`config.mk`:
```
export PLATFORM = sky130hd
export DESIGN_NAME = fetch_stage
export DESIGN_NICKNAME = d
export VERILOG_FILES = /design/src/rtl/fetch_stage.sv
export SDC_FILE = /design/constraint.sdc
export NUM_CORES = 1
export LEC_CHECK = 0
export ABC_AREA = 1
export CORE_AREA = 5 5 124 91
export DETAILED_ROUTE_END_ITERATION = 7
export DIE_AREA = 0 0 129 96
export GPL_TIMING_DRIVEN = 0
export PLACE_DENSITY_LB_ADDON = 0.08
export SLEW_MARGIN = 20
export SYNTH_ARGS = -nofsm -noshare
export SYNTH_HDL_FRONTEND = slang
export SYNTH_SLANG_ARGS = --single-unit
```
`constraint.sdc`:
```
create_clock -name CLK -period 2.1 [get_ports CLK]
set_input_delay 0.315 -clock CLK [delete_from_list [all_inputs] [get_ports CLK]]
set_output_delay 0.315 -clock CLK [all_outputs]
set_load 0.005 [all_outputs]
```
`src/rtl/fetch_stage.sv`:
```
// Instruction fetch stage: producer side of the IF/ID pipeline latch.
// Owns the PC, issues imem reads, holds a fetched word across decode
// stalls and applies halt / branch redirects from downstream stages.
// Optional build macro FETCH_COUNT_EN adds a delivered-instruction counter
// (fetch_count, width CNT_W).
module fetch_stage #(
  parameter logic [31:0] PC_INIT = 32'h0000_0000
`ifdef FETCH_COUNT_EN
  , parameter int CNT_W = 32
`endif
) (
  input  logic        CLK,
  input  logic        nRST,
  input  logic        ihit,
  input  logic [31:0] imemload,
  output logic        iREN,
  output logic [31:0] imemaddr,
  input  logic        stall,
  input  logic        redirect_valid,
  input  logic [31:0] redirect_pc,
  input  logic        halt,
  output logic [31:0] imemload_in,
  output logic [31:0] npc_in,
  output logic        ifid_enable,
  output logic        flush
`ifdef FETCH_COUNT_EN
  , output logic [CNT_W-1:0] fetch_count
`endif
);

  typedef enum logic [1:0] {RUN, HOLD, HALTED} state_t;

  state_t      state, state_nx;
  logic [31:0] pc, pc_nx;
  logic [31:0] hold_reg, hold_nx;
  logic        ren_raw, en_raw, flush_raw;

  // Redirect targets are word aligned; the low bits carry no information.
  logic unused_redirect_bits;
  assign unused_redirect_bits = &redirect_pc[1:0];

  // State, PC and held-word registers.
  always_ff @(posedge CLK or negedge nRST) begin
    if (!nRST) begin
      state    <= RUN;
      pc       <= PC_INIT;
      hold_reg <= 32'h0;
    end else begin
      state    <= state_nx;
      pc       <= pc_nx;
      hold_reg <= hold_nx;
    end
  end

  // Next-state and strobe logic: halt beats redirect beats normal flow.
  always_comb begin
    state_nx    = state;
    pc_nx       = pc;
    hold_nx     = hold_reg;
    ren_raw     = (state == RUN);
    en_raw      = 1'b0;
    flush_raw   = 1'b0;
    imemload_in = (state == HOLD) ? hold_reg : imemload;
    npc_in      = pc + 32'd4;
    if (state != HALTED) begin
      if (halt) begin
        // Any word returned this cycle is dropped; decode gets a bubble.
        state_nx  = HALTED;
        flush_raw = 1'b1;
      end else if (redirect_valid) begin
        // Applies regardless of stall; wrong-path word (fresh or held) is lost.
        state_nx  = RUN;
        pc_nx     = {redirect_pc[31:2], 2'b00};
        flush_raw = 1'b1;
      end else begin
        case (state)
          RUN: begin
            if (ihit && !stall) begin
              en_raw = 1'b1;
              pc_nx  = pc + 32'd4;
            end else if (ihit && stall) begin
              hold_nx  = imemload;
              state_nx = HOLD;
            end else if (!ihit && !stall) begin
              flush_raw = 1'b1;
            end
          end
          HOLD: begin
            if (!stall) begin
              en_raw   = 1'b1;
              pc_nx    = pc + 32'd4;
              state_nx = RUN;
            end
          end
          default: ;
        endcase
      end
    end
  end

  // Strobes are forced low while reset is held so nothing leaks out.
  assign iREN        = nRST & ren_raw;
  assign ifid_enable = nRST & en_raw;
  assign flush       = nRST & flush_raw;
  assign imemaddr    = pc;

`ifdef FETCH_COUNT_EN
  logic [CNT_W-1:0] cnt;

  // Count every instruction handed to decode; wraps naturally.
  always_ff @(posedge CLK or negedge nRST) begin
    if (!nRST) cnt <= '0;
    else if (ifid_enable) cnt <= cnt + 1'b1;
  end

  assign fetch_count = cnt;
`endif

endmodule
```
==> impl_metrics.json, run 1 <==
{
  "fin_setup_tns_ns": -0.7620,
  "synth_top_cell_by_area": "dfrtp_1",
  "clk_latency_ns": 0.33,
  "finalInstanceArea_um2": 7177,
  "fin_cells": 1028,
  "ir_worst_vdd_mv": 0.7705,
  "diodes": 0,
  "first_iter_violations": 351,
  "cts_root_buf": "clkbuf_16",
  "synthFlopType": "dfrtp_1",
  "ys_ff_latch": 64,
  "grt_first_pass_wirelength_um": 24320,
  "path_clk_slew_ns": 0.06,
  "setup_violations": 15,
  "drv_slew": 0,
  "cts_max_path_buffers": 2,
  "route.antenna.remaining_nets": 0,
  "grt_pass1_vias": 4977,
  "path_class": "reg2out",
  "setup_ws_ns": -0.1273,
  "htreeDepth": 3,
  "cts_tree": "yes",
  "grt_overflow": 0,
  "min-delay-path-class": "in2async",
  "cellPowerDensity_nw_per_um2": 874.0,
  "synth_top_area_share_pct": 37.45,
  "antenna_found_initial": 0,
  "std_cell_rows": 31,
  "avgSynthCellArea_um2": 6.539,
  "syn_to_final_growth_pct": 67.82,
  "grt_usage_pct": 24.96,
  "hold_viol": 0,
  "synthArstFlopShare_pct": 100.0,
  "reg2reg_to": "imemaddr[24]",
  "fp.dieW_um": 129,
  "status": "complete, but fails checks",
  "critical_path_peak_fanout": 4,
  "io_pins": 169,
  "hold_ws_ns": 0.07724,
  "ys_warn_count": 0,
  "place_area_um2": 6090,
  "dp_cells": 951,
  "p_leak_nw": 3.504,
  "required_ns": 1.78,
  "gp_congestion": 0.9181,
  "synth_edf_count": 0,
  "synth-seq-area-share_pct": 37.45,
  "synth_area_leaders": "dfrtp_1 37%, nand2_1 21%, nor2_1 8.3%, o21ai_0 7.4%, inv_1 6.5%",
  "post-route-period-util_pct": 106.1,
  "r2r_setup_slack_ns": 0.29,
  "start_util_pct": 42.74,
  "wl_um": 15920,
  "finalPower_mw": 6.273,
  "largest_reg_flops": 32,
  "ys_types": 32,
  "final_common_cell": "nand2_1",
  "io_buffers": 161,
  "fin_crit_ns": 2.227,
  "worstSetupStartpoint": "imemaddr[3]",
  "first_pass_iters": 5,
  "pre_cts_ws_ns": -0.3894,
  "final_cell_mix": "210 x nand2_1, 98 x clkdlybuf4s50_1, 73 x nor2_1, 71 x inv_1, 52 x buf_4",
  "grt_max_degree": 48,
  "netlist_instances": 654,
  "rr_startpoint": "imemaddr[3]",
  "fin_skew_ns": 0.006609,
  "slew-limit-headroom_pct": 48.44,
  "cts_made_buffers": 9,
  "drv_cap": 0,
  "violations": "setup timing",
  "syn_area_um2": 4277,
  "crit_path_end_kind": "output pin",
  "cts_sinks": 64,
  "worst_pin_slew_ns": 0.7709,
  "critPathArrivalTime_ns": 1.91,
  "dp_hpwl_um": 10910,
  "vias": 5140,
  "rsz0062_at_grt": "yes",
  "fin_nets": 962,
  "avgRoutedWirePerCell_um": 15.48,
  "die_h_um": 96,
  "fmax_ghz": 0.4490,
  "cp-start-kind": "register",
  "route.detailed.drc": 0,
  "fill_cells": 787,
  "viasPerCell": 5.000,
  "core-area_um2": 10010,
  "final_util_pct": 71.72,
  "dieArea_um2": 12380,
  "reg2reg_depth": 13,
  "drive_gt1_share_pct": 26.12
}
critical path, stage by stage (launching register included):
cell     delay, ns
dfrtp_1       0.38
buf_6         0.12
nand2_4       0.05
nor2_4        0.12
nand2_4       0.10
buf_6         0.14
nor2_4        0.15
buf_4         0.14
buf_6         0.09
nand3_2       0.07
nand2_1       0.09
buf_2         0.11
cells by family (layout without fill, tap and decap cells):
group | Yosys count | after routing | share of synthesized area [%]
AO/OA/AOI/OAI | 99 | 99 | 13.72
XOR/XNOR | 7 | 7 | 1.434
adder cells (fa/ha/maj) | 1 | 1 | 0.2925
buffers and inverters | 105 | 344 | 11.50
flip-flops | 64 | 64 | 37.45
other | 1 | 4 | 0.08769
AND/OR/NAND/NOR | 377 | 377 | 35.52
area by class of cell:
cell class                      count  area, um^2  area share (%)
Sequential cell                    64        1619           22.56
Clock inverter                      6       60.06          0.8368
Multi-Input combinational cell    488        2497           34.80
Tap cell                          132       165.2           2.301
Inverter                           75       284.0           3.957
Buffer                             30       242.7           3.382
Clock buffer                       10       229.0           3.190
Timing Repair Buffer              223        2079           28.97
how the worst max path moves through the flow:
| stage | slack (ns) | end |
|---|---|---|
| floorplan | 0.51 | npc_in[26] |
| global placement | -2.35 | ifid_enable |
| detailed placement | -0.39 | npc_in[20] |
| CTS | -0.18 | npc_in[30] |
| global route | -0.20 | npc_in[24] |
| finish | -0.13 | npc_in[27] |
cell usage after synthesis, types with 2 or more instances:
| master | instances |
|---|---|
| inv_1 | 74 |
| o211ai_1 | 2 |
| a21oi_1 | 2 |
| and2_1 | 2 |
| buf_6 | 9 |
| nand3b_1 | 2 |
| o31ai_2 | 2 |
| nand2_1 | 240 |
| nand2_2 | 2 |
| clkbuf_1 | 9 |
| buf_4 | 6 |
| xor2_1 | 5 |
| nand3_1 | 26 |
| o21ai_2 | 16 |
| o21ai_1 | 13 |
| buf_2 | 6 |
| nor2_1 | 94 |
| nor2_2 | 4 |
| dfrtp_1 | 64 |
| xnor2_1 | 2 |
| o21ai_0 | 63 |
routing by layer:
layer  global-route usage (%)  up-vias  part of all wire, %
met3                    7.876       38                  9.8
met5                        0        -                    0
met4                    8.129        0                  2.6
met1                    32.13     2356                   42
li1                         -     2495                    -
met2                    40.13      251                   45
report_power, final:
| part | total [mW] | switching, mW | leakage (nW) | internal, mW |
|---|---|---|---|---|
| logic | 2.91 | 1.34 | 2.53 | 1.57 |
| registers | 1.88 | 0.369 | 0.833 | 1.51 |
| clock network | 1.48 | 0.570 | 0.138 | 0.912 |
timing repair:
item                                    CTS  global route
resized for setup                       185            82
buffers inserted                         43            18
endpoints found under the setup margin   60            28
hold buffers                              2             0
pin swaps                                22            29
hold endpoints to repair                 17             0
Note: power is estimated with default switching activity, not from simulation.
==> run 2: changes to the inputs <==
GPL_TIMING_DRIVEN = 1   (was 0)
HOLD_SLACK_MARGIN = 0.1   (was unset)
==> run 2 against run 1 <==
Effect of this change:
- the flow still finishes with violations (setup timing)
- clock-buffer cell count grew 3
- hold slack gained 0.40 ns
- sequential cell count did not move
- clock skew grew 0.0015 ns
- largest cell class unchanged
==> impl_metrics.json, run 2 (synthesized netlist as in run 1, its figures left out) <==
{
  "status": "complete, but fails checks",
  "violations": "setup timing",
  "dieArea_um2": 12380,
  "required_ns": 1.78,
  "fmax_ghz": 0.4552,
  "path_delay_family": "buffers and inverters",
  "critical_path_peak_fanout": 4,
  "wl_um": 15150,
  "cts_made_buffers": 9,
  "ir_worst_vdd_mv": 0.7355,
  "avgRoutedWirePerCell_um": 14.61,
  "clk_latency_ns": 0.32,
  "viasPerCell": 4.979,
  "cts_root_buf": "clkbuf_16",
  "rsz0062_at_grt": "yes",
  "final_cell_mix": "197 x nand2_1, 100 x clkdlybuf4s50_1, 71 x nor2_1, 71 x buf_4, 70 x inv_1",
  "grt_overflow": 0,
  "grt_first_pass_wirelength_um": 23770,
  "fin_nets": 972,
  "grt.busiest_layer": "met2",
  "setup_ws_ns": -0.09686,
  "diodes": 0,
  "grt_usage_pct": 24.10,
  "pre_cts_ws_ns": -0.1184,
  "first_iter_violations": 406,
  "fin_cells": 1037,
  "hold_viol": 0,
  "use_met3_pct": 6.323,
  "slowest_delay_ns": 0.36,
  "slowest_stage": "dfrtp_1",
  "drive_gt1_share_pct": 29.17,
  "std_cell_rows": 31,
  "min-delay-path-class": "reg2reg",
  "final_common_cell": "nand2_1",
  "slew-limit-headroom_pct": 52.84,
  "cp-start-kind": "register",
  "syn_to_final_growth_pct": 73.99,
  "die_h_um": 96,
  "grt_use_met1_pct": 32.05,
  "grt_max_degree": 66,
  "critical_path.cell_chain": "buf_4, buf_6, nand2_4, nor2_4, nand2_4, buf_6, nor2_4, buf_6, buf_6, nand2_2, nand2_2, buf_2",
  "hold_ws_ns": 0.4801,
  "fill_cells": 752,
  "drv_cap": 0,
  "worst-path-buf-inv": 6,
  "antenna_found_initial": 0,
  "first_pass_iters": 5,
  "finalPower_mw": 6.903,
  "worst_pin_slew_ns": 0.7075,
  "final_util_pct": 74.36,
  "cts_tree": "yes",
  "path_class": "reg2out",
  "gp_congestion": 0.8753,
  "crit_path_end_kind": "output pin",
  "setup_violations": 11,
  "cts_max_path_buffers": 2,
  "path_clk_slew_ns": 0.05,
  "critPathArrivalTime_ns": 1.88,
  "vias": 5163,
  "post-route-period-util_pct": 104.6,
  "route.detailed.drc": 0,
  "route.antenna.remaining_nets": 0,
  "start_util_pct": 42.74,
  "use_met2_pct": 39.22,
  "io_pins": 169,
  "cellPowerDensity_nw_per_um2": 927.7,
  "cp_common_cell": "buf_6",
  "drv_slew": 0,
  "dp_cells": 968,
  "largest_reg_flops": 32,
  "htreeDepth": 3,
  "cts_sinks": 64,
  "fp.dieW_um": 129,
  "core-area_um2": 10010,
  "p_leak_nw": 3.649,
  "fin_crit_ns": 2.197,
  "fin_skew_ns": 0.008081,
  "dp_hpwl_um": 10090,
  "grt_pass1_vias": 4930,
  "io_buffers": 162
}
==> run 2: routing by layer <==
layer,share of wire [%],routed length (um)
met5,0,0
met4,1.8,276
met3,7.9,1191
met2,46,7042
met1,44,6636
==> run 2: worst paths after layout <==
| path | startpoint | endpoint | slack, ns | cells after the start |
|---|---|---|---|---|
| max | imemaddr[3] | npc_in[17] | -0.1 | 12 |
| min | hold_reg[3] | hold_reg[3] | 0.48 | 2 |
| max reg2reg | imemaddr[3] | imemaddr[30] | 0.03 | 16 |
| min reg2reg | hold_reg[3] | hold_reg[3] | 0.48 | 2 |
| max in group asynchronous | nRST | imemaddr[26] | 0.82 | 3 |
| min in group asynchronous | nRST | state[0] | 0.55 | 3 |
==> run 2: report_power, final <==
| group | switching [mW] | internal (mW) |
|---|---|---|
| Sequential | 0.314 | 1.50 |
| Combinational | 1.53 | 1.87 |
| Clock | 0.531 | 1.16 |
==> run 2: timing repair <==
| action | CTS | global route |
|---|---|---|
| resized for setup | 174 | 108 |
| hold endpoints to repair | 11 | 0 |
| hold buffers | 1 | 0 |
| pin swaps | 35 | 41 |
| gates cloned | 1 | 0 |
| setup endpoints to repair | 58 | 32 |
| buffers inserted | 48 | 14 |
==> run 2: layout make-up <==
type	instances	area [um^2]	area share [%]
Sequential cell	64	1605	21.57
Clock buffer	13	280.3	3.767
Timing Repair Buffer	263	2431	32.67
Clock inverter	2	60.06	0.8071
Inverter	75	281.5	3.783
Multi-Input combinational cell	488	2618	35.18
Tap cell	132	165.2	2.220
==> run 2: worst reg2reg max path, stage by stage, from the launching register on <==
cell	delay [ns]
dfrtp_1	0.36
ha_2	0.20
nand2_2	0.07
nor2_4	0.17
nand2_4	0.10
buf_6	0.13
nor2_4	0.13
nand2_2	0.08
nand2_2	0.08
buf_4	0.11
buf_6	0.08
buf_4	0.09
buf_4	0.10
buf_4	0.10
nand3_2	0.04
nand2_1	0.08
nand2_1	0.05
==> run 2: per-stage QoR <==
stage | setup TNS (ns) | area, um^2
final | -0.3928 | 7441
after global routing | -2.340 | 7441
after CTS | -1.548 | 7148
after detailed placement | -0.7868 | 6260
after global placement | -0.3732 | 6260
after floorplan | 0 | 4288
